### config.mk
export PLATFORM = sky130hd
export DESIGN_NAME = ifetch
export DESIGN_NICKNAME = d
export VERILOG_FILES = /design/src/rtl/ifetch.sv
export SDC_FILE = /design/constraint.sdc
export NUM_CORES = 1
export LEC_CHECK = 0
export ABC_AREA = 1
export CORE_UTILIZATION = 40
export DETAILED_ROUTE_END_ITERATION = 7
export GPL_ROUTABILITY_DRIVEN = 0
export PLACE_DENSITY = 0.66
export SYNTH_ARGS = -nofsm -noshare
export SYNTH_HDL_FRONTEND = slang
export SYNTH_SLANG_ARGS = --single-unit
### constraint.sdc
create_clock -name clk -period 1.82 [get_ports clk]
set_input_delay 0.273 -clock clk [delete_from_list [all_inputs] [get_ports clk]]
set_output_delay 0.273 -clock clk [all_outputs]
set_load 0.005 [all_outputs]
### src/rtl/ifetch.sv
// Instruction fetch stage: drives instruction-memory reads, owns the PC and the IF/ID register,
// and handles branch delay slots, pipeline pauses and software interrupts/ERET.
module ifetch #(
  parameter logic [15:0] INT_VECTOR = 16'h0008,
  parameter logic [15:0] NOP_INSTR  = 16'h0800
) (
  input  logic        clk,
  input  logic        rst,
  input  logic        ifi_branch,
  input  logic [15:0] ifi_new_pc,
  input  logic        ifi_pause,
  input  logic        ifi_int,
  input  logic [3:0]  ifi_int_id,
  input  logic        ifi_int_en_set,
  input  logic        ifi_int_en_clr,
  output logic        ifo_mem_req,
  output logic [15:0] ifo_mem_addr,
  input  logic        ifi_mem_ack,
  input  logic [15:0] ifi_mem_data,
  output logic [15:0] ifo_addr,
  output logic [15:0] ifo_instr,
  output logic [7:0]  ifo_cause,
  output logic        ifo_int_en,
  output logic [15:0] ifo_epc
);

  typedef enum logic {S_REQ, S_HOLD} state_t;

  state_t      state, state_nx;
  logic [15:0] pc, pc_nx;
  logic [15:0] ifid_addr, ifid_addr_nx;
  logic [15:0] ifid_instr, ifid_instr_nx;
  logic [15:0] hold_addr, hold_addr_nx;
  logic [15:0] hold_data, hold_data_nx;
  logic        pend_valid, pend_valid_nx;
  logic [15:0] pend_target, pend_target_nx;
  logic [15:0] epc, epc_nx;
  logic [3:0]  cause_id, cause_id_nx;
  logic        int_en, int_en_nx;
  logic        commit;

  always_ff @(posedge clk or negedge rst) begin
    if (!rst) begin
      state       <= S_REQ;
      pc          <= 16'h0000;
      ifid_addr   <= 16'h0000;
      ifid_instr  <= NOP_INSTR;
      hold_addr   <= 16'h0000;
      hold_data   <= 16'h0000;
      pend_valid  <= 1'b0;
      pend_target <= 16'h0000;
      epc         <= 16'h0000;
      cause_id    <= 4'h0;
      int_en      <= 1'b0;
    end else begin
      state       <= state_nx;
      pc          <= pc_nx;
      ifid_addr   <= ifid_addr_nx;
      ifid_instr  <= ifid_instr_nx;
      hold_addr   <= hold_addr_nx;
      hold_data   <= hold_data_nx;
      pend_valid  <= pend_valid_nx;
      pend_target <= pend_target_nx;
      epc         <= epc_nx;
      cause_id    <= cause_id_nx;
      int_en      <= int_en_nx;
    end
  end

  always_comb begin
    state_nx       = state;
    pc_nx          = pc;
    ifid_addr_nx   = ifid_addr;
    ifid_instr_nx  = ifid_instr;
    hold_addr_nx   = hold_addr;
    hold_data_nx   = hold_data;
    pend_valid_nx  = pend_valid;
    pend_target_nx = pend_target;
    epc_nx         = epc;
    cause_id_nx    = cause_id;
    int_en_nx      = int_en;
    commit         = 1'b0;

    if (ifi_int_en_clr)      int_en_nx = 1'b0;
    else if (ifi_int_en_set) int_en_nx = 1'b1;

    if (ifi_pause) begin
      // Branch/int are ignored here; ID keeps presenting them until the pause lifts.
      if (state == S_REQ && ifi_mem_ack) begin
        hold_addr_nx = pc;
        hold_data_nx = ifi_mem_data;
        state_nx     = S_HOLD;
      end
    end else if (ifi_int) begin
      ifid_addr_nx  = pc;
      ifid_instr_nx = NOP_INSTR;
      state_nx      = S_REQ;
      pend_valid_nx = 1'b0;
      hold_addr_nx  = 16'h0000;
      hold_data_nx  = 16'h0000;
      if (ifi_int_id == 4'hF) begin
        pc_nx     = epc;
        int_en_nx = 1'b1;
      end else begin
        epc_nx      = ifid_addr + 16'd1;
        cause_id_nx = ifi_int_id;
        int_en_nx   = 1'b0;
        pc_nx       = INT_VECTOR;
      end
    end else begin
      if (state == S_HOLD) begin
        ifid_addr_nx  = hold_addr;
        ifid_instr_nx = hold_data;
        state_nx      = S_REQ;
        hold_addr_nx  = 16'h0000;
        hold_data_nx  = 16'h0000;
        commit        = 1'b1;
      end else if (ifi_mem_ack) begin
        ifid_addr_nx  = pc;
        ifid_instr_nx = ifi_mem_data;
        commit        = 1'b1;
      end else begin
        ifid_addr_nx  = pc;
        ifid_instr_nx = NOP_INSTR;
      end

      // The delay-slot word must commit before the redirect takes effect.
      if (commit) begin
        if (ifi_branch)      pc_nx = ifi_new_pc;
        else if (pend_valid) pc_nx = pend_target;
        else                 pc_nx = pc + 16'd1;
        pend_valid_nx = 1'b0;
      end else if (ifi_branch) begin
        pend_valid_nx  = 1'b1;
        pend_target_nx = ifi_new_pc;
      end
    end
  end

  assign ifo_mem_req  = rst && (state == S_REQ);
  assign ifo_mem_addr = pc;
  assign ifo_addr     = ifid_addr;
  assign ifo_instr    = ifid_instr;
  assign ifo_cause    = {4'h0, cause_id};
  assign ifo_int_en   = int_en;
  assign ifo_epc      = epc;

endmodule

After elaboration in Yosys (flattened, before gate mapping):

Index checks and enable logic that the tools add are counted.

* add/sub/neg operators: 2
* multipliers: 0
* divide/modulo/power cells: 0
* magnitude comparators: 0
* equality and inequality tests: 2
* shift-type cells: 0
* mux-type cells: 30
* bitwise gates (word level): 5
* reductions and logical operators: 10

Operators by type and width (number)
* two-way mux 16 bit: 16
* adder 16 x 1 -> 16 bit (second input constant): 2
* two-way mux 1 bit: 14
* AND reduction 2 bit: 3
* nonzero test 3 bit: 2
* inverter 1 bit: 5
* == test 4 bit (second input constant): 1
* AND reduction 4 bit: 1
* AND reduction 3 bit: 1
* logical AND 1 bit: 2
* inequality test 2 x 1 -> 1 bit (second input constant): 1
* nonzero test 2 bit: 1

* bits in registers: 119
* bits in latches: 0
* bits in writable memories: 0
* ROM bits: 0
* input port bits: 44
* output and inout bits: 74
* logic and storage cells: 60
* memories kept: 0

Longest topological paths before layout:

* word-level depth: 6
* depth in mapped cells: 11
* mapped depth without buffers: 10

Worst setup path before layout:

Ideal clock, no wire load.

* path type: register to register
* start point: register ifid_addr[0] (netlist: ifo_addr[0])
* end point: register epc[12] (netlist: ifo_epc[12])
* library setup time: 0.065 ns
* arrival: 1.341 ns
* data required time: 1.755 ns
* slack: 0.414 ns
* stages on the path, launching flop included: 9
* clock period less this slack: 1.406 ns
* cell sequence: dfrtp_1 ha_1 nand3_1 nor2_2 nand3_1 nor2_1 xor2_1 nand2_1 nand2_1

* word-level cells in the longest chain between the ends: 1

Ends and longest elaborated chain
* start: declaration: RTL line 31 `logic [15:0] ifid_addr, ifid_addr_nx;`
* start signal: assignment: RTL line 58 `ifid_addr <= ifid_addr_nx;`
* adder 16 x 1 -> 16 bit: RTL line 105 `epc_nx = ifid_addr + 16'd1;`
* end signal: assignment: RTL line 64 `epc <= epc_nx;`
* end: declaration: RTL line 37 `logic [15:0] epc, epc_nx;`

No other way between the ends.
A chain may end at the register's enable or synchronous reset.

Worst setup path after layout:

* start point: register pc[13] (netlist: ifo_mem_addr[13])
* end point: output port ifo_mem_addr[13]

RTL lines
* start: declaration: RTL line 30 `logic [15:0] pc, pc_nx;`
* start signal: assignment: RTL line 57 `pc <= pc_nx;`
* end: declaration: RTL line 17 `output logic [15:0] ifo_mem_addr,`

No word-level cell between the ends.

==> impl_metrics.py <==
metrics = {
    "pwr": {
        "p_int_mw": 6.09,
        "vdd_drop_max_v": 0.000787,
        "p_sw_mw": 2.40,
        "swShare": 0.283,
        "power.density_nw_per_um2": 1040,
        "comb_power_share": 0.201,
        "clock_power_share": 0.399,
        "p_leak_nw": 3.76,
        "seqPwrFrac": 0.400,
    },
    "finish": {
        "utilization": 0.557,
        "insertedDiodeCount": 0,
        "layout-drive-gt1-share": 0.128,
        "nets": 932,
        "layout-area-overhead-vs-synth_pct": 35.2,
        "nFillCells": 1308,
    },
    "worst_setup_path": {
        "crit_family": "buffers and inverters",
        "critPathRequiredTime_ns": 1.55,
        "critical_path.max_fanout": 7,
        "end_kind": "output port",
        "r2r_end": "ifo_epc[12]",
        "r2r_start": "ifo_addr[0]",
        "path_buf_inv": 1,
        "cp_slowest_stage_delay_ns": 0.56,
        "arrival_ns": 1.49,
        "start_kind": "flip-flop",
        "rrSetupSlack_ns": 0.22,
        "crit_slowest_cell": "clkdlybuf4s50_1",
        "reg2reg_depth": 8,
        "cp_cell_sequence": "clkdlybuf4s50_1",
        "worstSetupPathType": "reg -> out",
    },
    "run_status": {
        "violations": "design-rule violations, negative hold slack",
        "outcome": "complete, but fails checks",
    },
    "sta": {
        "setup_viol": 0,
        "tns_ns": 0,
        "whs_ns": -0.0495,
        "period_needed_ns": 1.76,
        "slew_headroom": 0.544,
        "tightest_slew_ns": 0.684,
        "fin_crit_sh": 0.968,
        "drv_slew": 0,
        "rsz0062_at_grt": "no",
        "fin_skew_ns": 0.00752,
        "setup_ws_ns": 0.0581,
        "finalHoldViolCount": 29,
        "fmax_ghz": 0.568,
    },
    "routing": {
        "wl_mm": 17.9,
        "ant_nets": 0,
        "wl_per_cell_microns": 16.5,
        "drt_iter0_markers": 504,
        "drt_first_pass_iters": 7,
        "vias": 5643,
        "drc": 20,
        "viasPerCell": 5.21,
    },
    "clock_tree": {
        "cts_buffer_depth": 2,
        "clockRootBuffer": "clkbuf_16",
        "path_clk_slew_ns": 0.05,
        "htreeDepth": 4,
        "cts_tree": "done",
        "numCtsBuffers": 17,
        "clock_sink_count": 119,
        "clkLatencyLatePin_ns": 0.42,
    },
    "placement": {
        "io_buffer_count": 113,
        "dp_hpwl_mm": 12.7,
        "dp_slack_ns": 0.0473,
    },
    "die": {
        "core_area_sq_um": 14600,
        "die-area_sq_um": 15600,
        "io_pins": 118,
        "die_h_microns": 125,
        "die_w_microns": 125,
        "fp-row-count": 44,
        "start_util": 0.412,
    },
    "flow_run": {
        "max_cap_viol_count": 0,
    },
    "global_route": {
        "grt_overflow": 0,
        "track_usage": 0.240,
        "grt_pass1_vias": 5317,
        "antenna_found_initial": 0,
        "grt_pass1_wl_mm": 28.8,
        "grt_max_degree": 120,
    },
    "synth": {
        "syn-instance-count": 750,
        "ys_seq_area_frac": 0.494,
        "ys_types": 38,
        "netlist_area_sq_um": 6030,
        "synth_seq_cells": 119,
        "syn_avg_cell_area_sq_um": 8.05,
        "ys_warn_count": 0,
    },
    "worst_hold_path": {
        "hold_class": "in -> async",
    },
}
==> synthesized netlist by cell type, drive strengths merged <==
master | instances | area share
nand4 | 9 | 0.0093
nor2 | 64 | 0.045
conb | 1 | 0.00062
inv | 67 | 0.042
mux2 | 5 | 0.0093
nor4 | 1 | 0.0010
a22oi | 15 | 0.019
xnor2 | 3 | 0.0044
a21oi | 50 | 0.043
o21bai | 2 | 0.0025
or2 | 1 | 0.0010
xor2 | 9 | 0.013
a31oi | 3 | 0.0031
o31ai | 10 | 0.012
clkinv | 1 | 0.00062
o211ai | 6 | 0.0075
nor3 | 5 | 0.0041
dfrtp | 118 | 0.49
nand3 | 51 | 0.045
o21ai | 84 | 0.075
clkbuf | 16 | 0.010
ha | 2 | 0.0041
nand2 | 197 | 0.12
o22ai | 4 | 0.0064
buf | 25 | 0.026
dfstp | 1 | 0.0044
==> power by group through the flow <==
stage,Combinational (mW),Sequential (mW),Clock (mW)
after floorplan,0.786,3.33,0
after global placement,1.68,3.42,0
after detailed placement,1.70,3.42,0
after CTS,1.71,3.39,3.44
after global routing,1.90,3.44,3.55
final,1.71,3.39,3.39
==> cell type report <==
cell class,count,area [sq um],area share
Inverter,68,255,0.0313
Timing Repair Buffer,155,1490,0.183
Multi-Input combinational cell,525,2600,0.319
Sequential cell,119,2990,0.366
Clock buffer,23,468,0.0574
Tap cell,184,230,0.0282
Clock inverter,9,124,0.0152
==> metal layers <==
metal / up-vias / part of all wire / track usage
li1: 2741 / - / -
met5: - / 0 / 0
met1: 2635 / 0.45 / 0.330
met2: 231 / 0.44 / 0.359
met4: 0 / 0.028 / 0.0997
met3: 36 / 0.075 / 0.0619
==> repair_timing <==
| action | 4_1_cts | 5_1_grt |
|---|---|---|
| resized for setup | 6 | 2 |
| gates cloned | 0 | 0 |
| setup endpoints to repair | 4 | 2 |
| buffers inserted | 0 | 1 |
| hold buffers | 0 | 0 |
| pin swaps | 0 | 0 |
==> state kept, by name, indices dropped and copies added, names as in the netlist <==
name	count
cause_id	4
ifo_addr	16
pend_target	16
ifo_epc	16
pend_valid	1
hold_data	16
state	1
ifo_mem_addr	16
hold_addr	16
ifo_instr	16
ifo_int_en	1
==> stage by stage <==
stage | power [mW] | instances | hold slack (ns) | area [sq um]
after floorplan | 4.11 | 753 | -0.0226 | 6050
after global placement | 5.09 | 1050 | 0.457 | 7540
after detailed placement | 5.12 | 1050 | 0.462 | 7540
after CTS | 8.53 | 1082 | 0.0334 | 8150
after global routing | 8.88 | 1083 | 0.0613 | 8160
final | 8.49 | 1083 | -0.0495 | 8160
==> placed cells by master, fill, tap and decap left out, types with 4 or more instances in the layout <==
| master | synthesis | routed |
|---|---|---|
| nand2_1 | 196 | 196 |
| nor3_1 | 5 | 5 |
| buf_4 | 6 | 39 |
| a21oi_1 | 49 | 49 |
| buf_12 | 0 | 4 |
| nor2_1 | 56 | 55 |
| conb_1 | 1 | 4 |
| dfrtp_2 | 0 | 5 |
| clkbuf_1 | 16 | 4 |
| nor2_2 | 6 | 6 |
| clkdlybuf4s50_1 | 0 | 110 |
| a22oi_1 | 15 | 15 |
| o21ai_1 | 13 | 13 |
| o211ai_1 | 6 | 6 |
| o31ai_1 | 10 | 10 |
| o21ai_2 | 8 | 8 |
| o21ai_0 | 63 | 63 |
| nand3_1 | 48 | 48 |
| inv_1 | 59 | 59 |
| dfrtp_1 | 118 | 113 |
| inv_2 | 8 | 8 |
| xor2_1 | 9 | 9 |
| clkbuf_16 | 0 | 17 |
| nand4_1 | 9 | 9 |
| clkinv_2 | 0 | 5 |
| mux2_2 | 5 | 5 |
==> logic make-up (layout without fill, tap and decap cells) <==
family | after synthesis | after routing | share of synthesized area
AND/OR/NAND/NOR | 328 | 328 | 0.228
AO/OA/AOI/OAI | 174 | 174 | 0.169
flip-flops | 119 | 119 | 0.494
buffers and inverters | 109 | 255 | 0.0782
XOR/XNOR | 12 | 12 | 0.0174
multiplexers | 5 | 5 | 0.00933
adder cells (fa/ha/maj) | 2 | 2 | 0.00415
other | 1 | 4 | 0.000621
==> worst max-delay path by stage <==
stage,endpoint,depth (start not counted),slack (ns),start
detailed placement,hold_addr[9],8,0.05,ifi_int
global placement,ifo_mem_addr[6],9,0.05,ifi_int
floorplan,ifo_epc[12],8,0.41,ifo_addr[0]
finish,ifo_mem_addr[13],1,0.06,ifo_mem_addr[13]
global route,ifo_mem_addr[13],1,0.003,ifo_mem_addr[13]
CTS,ifo_mem_req,2,0.01,state
(Power assumes the default switching activity.)
